--- config.mk ---
export PLATFORM = sky130hd
export DESIGN_NAME = dcpu16_mbus
export DESIGN_NICKNAME = d
export VERILOG_FILES = /design/src/rtl/dcpu16_mbus.sv
export SDC_FILE = /design/constraint.sdc
export NUM_CORES = 1
export LEC_CHECK = 0
export ABC_AREA = 1
export CORE_MARGIN = 5
export CORE_UTILIZATION = 30
export DETAILED_ROUTE_END_ITERATION = 10
export GPL_ROUTABILITY_DRIVEN = 0
export PLACE_DENSITY = 0.9
export SLEW_MARGIN = 20
export SYNTH_ARGS = -nofsm -noshare
export SYNTH_HDL_FRONTEND = slang
export SYNTH_SLANG_ARGS = --single-unit
--- constraint.sdc ---
create_clock -name clk -period 3.44 [get_ports clk]
set_input_delay 0.688 -clock clk [delete_from_list [all_inputs] [get_ports clk]]
set_output_delay 0.688 -clock clk [all_outputs]
set_load 0.02 [all_outputs]
--- src/rtl/dcpu16_mbus.sv ---
// Two-master (FS, AB) to one-slave (MM) bus arbiter for the DCPU16 core.
// Round-robin grant, one transaction at a time, optional ack timeout with bus-error pulse.
module dcpu16_mbus #(
  parameter int unsigned TOUT = 16
) (
  input  logic        clk,
  input  logic        rst,
  input  logic [15:0] fs_adr,
  input  logic        fs_stb,
  input  logic        fs_wre,
  input  logic [15:0] fs_dto,
  output logic [15:0] fs_dti,
  output logic        fs_ack,
  input  logic [15:0] ab_adr,
  input  logic        ab_stb,
  input  logic        ab_wre,
  input  logic [15:0] ab_dto,
  output logic [15:0] ab_dti,
  output logic        ab_ack,
  output logic [15:0] mm_adr,
  output logic        mm_stb,
  output logic        mm_wre,
  output logic [15:0] mm_dto,
  input  logic [15:0] mm_dti,
  input  logic        mm_ack,
  output logic        err
);

  localparam int unsigned CntW = (TOUT < 1) ? 1 : $clog2(TOUT + 1);
  localparam logic [CntW-1:0] CntLast = CntW'((TOUT == 0) ? 0 : TOUT - 1);

  typedef enum logic [1:0] {
    StIdle = 2'd0,
    StGfs  = 2'd1,
    StGab  = 2'd2
  } state_e;

  state_e          state_q, state_d;
  logic            last_q, last_d;  // 1: AB was granted last
  logic [CntW-1:0] cnt_q, cnt_d;
  logic            err_q, err_d;

  logic gnt_fs;
  logic g_stb;
  logic tout_hit;
  logic done;

  assign gnt_fs   = (state_q == StGfs);
  assign g_stb    = gnt_fs ? fs_stb : ab_stb;
  assign tout_hit = (TOUT != 0) && (state_q != StIdle) && g_stb && !mm_ack &&
                    (cnt_q == CntLast);
  assign done     = g_stb && (mm_ack || tout_hit);
  assign err      = err_q;

  always_comb begin
    state_d = state_q;
    last_d  = last_q;
    cnt_d   = cnt_q;
    err_d   = 1'b0;
    mm_adr  = 16'h0000;
    mm_stb  = 1'b0;
    mm_wre  = 1'b0;
    mm_dto  = 16'h0000;
    fs_ack  = 1'b0;
    ab_ack  = 1'b0;
    fs_dti  = 16'h0000;
    ab_dti  = 16'h0000;

    unique case (state_q)
      StIdle: begin
        cnt_d = '0;
        if (fs_stb && (!ab_stb || last_q)) begin
          state_d = StGfs;
          last_d  = 1'b0;
        end else if (ab_stb) begin
          state_d = StGab;
          last_d  = 1'b1;
        end
      end
      StGfs, StGab: begin
        mm_adr = gnt_fs ? fs_adr : ab_adr;
        mm_wre = gnt_fs ? fs_wre : ab_wre;
        mm_dto = gnt_fs ? fs_dto : ab_dto;
        mm_stb = g_stb && !tout_hit;
        fs_dti = mm_dti;
        ab_dti = mm_dti;
        // A dropped strobe aborts: no ack even if mm_ack shows up this cycle.
        if (gnt_fs) begin
          fs_ack = done;
          if (tout_hit) fs_dti = 16'h0000;
        end else begin
          ab_ack = done;
          if (tout_hit) ab_dti = 16'h0000;
        end
        if (!g_stb || mm_ack || tout_hit) begin
          state_d = StIdle;
          cnt_d   = '0;
          err_d   = tout_hit;
        end else if (TOUT != 0) begin
          cnt_d = cnt_q + CntW'(1);
        end
      end
      default: begin
        state_d = StIdle;
        cnt_d   = '0;
      end
    endcase
  end

  always_ff @(posedge clk or negedge rst) begin
    if (!rst) begin
      state_q <= StIdle;
      last_q  <= 1'b1;
      cnt_q   <= '0;
      err_q   <= 1'b0;
    end else begin
      state_q <= state_d;
      last_q  <= last_d;
      cnt_q   <= cnt_d;
      err_q   <= err_d;
    end
  end

endmodule

Yosys cells after proc, flatten, opt, wreduce, memory -nomap -nowiden
Index checks and enable logic that the tools add are counted.
{ "op_classes": {"n_addsub": 1, "n_lt_le_gt_ge": 0, "n_reduce_logical": 20, "n_div": 0, "muxes": 27, "bitwise_logic": 0, "n_shift": 0, "n_eq_ne": 5, "n_mul": 0} }
{ "ops": {"columns": ["operator", "n"], "rows": [
  ["two-way mux 16 bit", 9],
  ["two-way mux 1 bit", 12],
  ["two-way mux 5 bit", 2],
  ["logical AND 1 bit", 6],
  ["two-way mux 2 bit", 3],
  ["adder 5 x 1 -> 5 bit, second input constant", 1],
  ["equality test 5 x 4 -> 1 bit, second input constant", 1],
  ["logical NOT 1 bit", 4],
  ["logical OR 1 bit", 4],
  ["one-hot mux 2 bit (2 select lines)", 1],
  ["AND reduction 2 bit", 2],
  ["nonzero test 2 bit", 2],
  ["!= test 3 bit, second input constant", 1],
  ["equality test 2 x 1 -> 1 bit, second input constant", 1],
  ["equality test 2 bit, second input constant", 1],
  ["logical NOT 2 bit", 1],
  ["!= test 2 bit, second input constant", 1],
  ["OR reduction 2 bit", 1]
]} }
{ "totals": {"ram_bits": 0, "regBits": 9, "wordCells": 57, "memories": 0, "input_bits": 87, "romBits": 0, "latch_bits": 0} }

Logic depth before layout (Yosys ltp)
{ "depth": {"depth_word": 9, "ltp_mapped": 12, "ltp_nobuf": 10} }

Least setup slack after synthesis
Ideal clock, no wire load.
{ "synth_path": {"kind": "register to output", "start": "register state_q[0]", "end": "output port mm_adr[10]", "slack_ps": 1248, "t_required_ps": 2752, "stages_incl_launch_ff": 7, "arrival_time_ps": 1504, "cell_sequence": "dfrtp_1 -> ha_1 -> buf_6 -> inv_4 -> clkbuf_1 -> nand2_1 -> a21oi_1"} }
{ "synth_between": {"elab_chain_len": 3, "elab_cells_between_ends": 5, "cone_classes": "eq/ne: 2; mux: 2; reduce/logical: 1"} }
{ "synth_lines": {"columns": ["element", "line", "text"], "rows": [
  ["start: declaration", "38", "state_e state_q, state_d;"],
  ["start signal: assignment", "112", "state_q <= StIdle;"],
  ["start signal: assignment", "117", "state_q <= state_d;"],
  ["equality test 2 x 1 -> 1 bit / equality test 2 bit (equally long branches)", "48, 69", null],
  ["two-way mux 16 bit / OR reduction 2 bit (equally long branches)", "81, 69", null],
  ["two-way mux 16 bit *", "69", "unique case (state_q)"],
  ["end: declaration", "20", "output logic [15:0] mm_adr,"]
]} }
Mark *: on every way between the ends. The rest lies on a longest branch, timed or not.

Worst setup path after layout
{ "layout_path": {"start": "input port ab_stb", "end": "output port ab_dti[0]"} }
{ "layout_between": {"elab_chain_len": 7} }
{ "layout_lines": {"columns": ["element", "line", "text"], "rows": [
  ["start: declaration", "15", "input logic ab_stb,"],
  ["two-way mux 1 bit", "49", "assign g_stb = gnt_fs ? fs_stb : ab_stb;"],
  ["logical AND 1 bit (3 in a row)", "50", "assign tout_hit = (TOUT != 0) && (state_q != StIdle) && g_stb && !mm_ack &&"],
  ["two-way mux 16 bit", "93", "if (tout_hit) ab_dti = 16'h0000;"],
  ["two-way mux 16 bit", "88", "if (gnt_fs) begin"],
  ["two-way mux 16 bit", "69", null],
  ["end: declaration", "18", "output logic [15:0] ab_dti,"]
]} }
No other way between the ends.

==> results_dict.tcl <==
set metrics [dict create \
    crit_required_ns 2.75 \
    fin_cells 476 \
    num_rows 24 \
    report.final.slew_viol_count 0 \
    grt_pass1_vias 2060 \
    maxCapViolCount 0 \
    io_buffers 155 \
    ys_types 19 \
    clock_latency_ns 0.24 \
    final.setup.tns_ns 0 \
    numClockSinks 9 \
    clock.fmax_mhz 320 \
    ys_seq_area_share_pct 16.2 \
    grt-ovfl-total 0 \
    avgRoutedWirePerCell_microns 12.6 \
    dpl.hpwl_microns 5100 \
    cts_root_buffer "clkbuf_8" \
    setup.worst_path.class "input port to output pin" \
    grt_usage_pct 18.7 \
    ios 156 \
    place_inst 472 \
    firstDrtPassIters 4 \
    relSlewSlack_pct 61.0 \
    ant_nets 0 \
    drc 0 \
    muxShareOfSynthArea_pct 0 \
    vias 2127 \
    synth_fp_nets 366 \
    fill_cells 373 \
    hold_violations 0 \
    ys_warn_count 0 \
    ir_worst_vdd_mv 0.481 \
    n_antenna_cell 0 \
    cts_tree "yes" \
    hold_path_class "flip-flop to flip-flop" \
    cts_buffers 3 \
    syn-cell-area_sq_um 1390 \
    finalSetupViolations 0 \
    pwr_density_cell_nw_per_um2 925 \
    die_h_microns 78.2 \
    worst_slew_pin_slew_ns 0.585 \
    syn_inst 275 \
    synth_compound_area_share_pct 12.9 \
    start_util_pct 31.4 \
    critPathCaptureType "output pin" \
    synth-adder-area-share_pct 3.59 \
    post_cts_buffers 0 \
    ys_ff_latch 9 \
    fin_util_pct 67.7 \
    hold_buffers 0 \
    rsz0062_at_grt "false" \
    leakagePower_nw 1.61 \
    synthXorXnorAreaFrac_pct 0.628 \
    die_area_sq_um 6110 \
    fin_crit_sh_pct 90.9 \
    clkTransAtPathRegs_ns 0.05 \
    grt_max_degree 36 \
    drt-initial-drc-count 46 \
    wl_microns 5990 \
    clockBufferDepth 2 \
    critPathArrivalTime_ns 2.44 \
    skew_ns 0.00449 \
    post_cts_resized 0 \
    antenna_found_initial 0 \
    synthSimpleGateAreaFrac_pct 44.8 \
    core_sq_um 4440 \
    die_w_microns 78.2 \
    grt_first_pass_wirelength_microns 9340 \
    min_period_ns 3.13 \
    fin_nets 516 \
    avgViaCountPerCell 4.47 \
    syn2layout_area_growth_pct 116 \
    drive_above_1_share_pct 5.42 \
    synth_top_family_by_area "simple AND/OR/NAND/NOR gates" \
    cts.htree.levels 1 \
    status "complete, no violations" \
    crit_fanout 16 \
    avgSynthCellArea_sq_um 5.07 \
    cp-start-kind "input port" \
]
logic make-up (layout without fill, tap and decap cells):
logic type / after synthesis / after routing
simple gates: 151 / 151
flops: 9 / 9
xor+xnor: 1 / 1
compound gates: 36 / 36
buf+inv: 74 / 223
fa+ha+maj: 4 / 4
metal layers:
layer / GRT usage (%) / routed length, microns / share of wire [%] / up-vias
li1: - / - / - / 1097
met1: 18.8 / 2310 / 38 / 908
met2: 37.7 / 2980 / 50 / 116
met3: 5.61 / 635 / 11 / 6
met4: 3.32 / 68 / 1.1 / 0
met5: 0 / 0 / 0 / -
critical path, cell delays in order:
cell and delay, ns:
clkdlybuf4s50_1 0.58, nand2_2 0.10, nand2_4 0.09, nand2_4 0.07
nor2_8 0.11, nand2_4 0.13, nand2_1 0.09, inv_1 0.04
clkdlybuf4s50_1 0.54
layout by cell type, fill, tap and decap left out:
master,count
buf_4,4
clkbuf_8,3
nand2_4,4
inv_2,7
nand3_1,3
nor2_1,10
nand2_2,1
dfrtp_1,8
nor3_1,4
clkinv_2,1
ha_1,4
nand2_1,128
clkdlybuf4s50_1,155
inv_1,52
xor2_1,1
a21oi_1,36
nor2_8,1
dfstp_2,1
inv_4,1
power breakdown:
group	total, mW	leakage (nW)	internal (mW)	switching, mW
Combinational	2.51	1.47	1.08	1.44
Sequential	0.148	0.120	0.132	0.0156
Clock	0.127	0.0255	0.0794	0.0472
cell type report:
| type | count | area (sq um) | share of cell area (%) |
|---|---|---|---|
| Timing Repair Buffer | 159 | 1580 | 52.5 |
| Multi-Input combinational cell | 192 | 863 | 28.7 |
| Inverter | 60 | 228 | 7.56 |
| Sequential cell | 9 | 226 | 7.52 |
| Tap cell | 52 | 65.1 | 2.16 |
| Clock buffer | 3 | 41.3 | 1.37 |
| Clock inverter | 1 | 5.00 | 0.166 |
sequential cells by signal (all words and copies together) (netlist names):
| signal | cells |
|---|---|
| cnt_q | 5 |
| state_q | 2 |
| err | 1 |
| last_q | 1 |
stage by stage:
stage                     area, sq um  setup WS (ns)  hold WS [ns]  power [mW]
after floorplan                  1390           1.25         0.392        1.54
after global placement           2960          0.356         0.449        2.64
after detailed placement         2960          0.314         0.458        2.67
after CTS                        3010          0.304         0.473        2.81
after global routing             3010          0.205         0.484        3.00
final                            3010          0.314         0.470        2.79
synthesized netlist by cell type, drive strengths merged:
cell,n,area (sq um)
a21oi,36,180
dfrtp,8,200
buf,5,42.5
nor2,11,57.6
nand3,3,15.0
nor3,4,20.0
ha,4,50.1
dfstp,1,26.3
clkbuf,9,33.8
nand2,133,532
inv,60,228
xor2,1,8.76
worst paths after layout:
kind / to / slack (ns) / cells past startpoint / startpoint
max: ab_dti[0] / 0.31 / 9 / ab_stb
min: cnt_q[0] / 0.47 / 1 / cnt_q[0]
max reg2reg: state_q[0] / 1.71 / 9 / cnt_q[0]
min reg2reg: cnt_q[0] / 0.47 / 1 / cnt_q[0]
max in group asynchronous: last_q / 2.37 / 1 / rst
min in group asynchronous: state_q[1] / 0.74 / 1 / rst
Power figures use the tool's default switching activity.
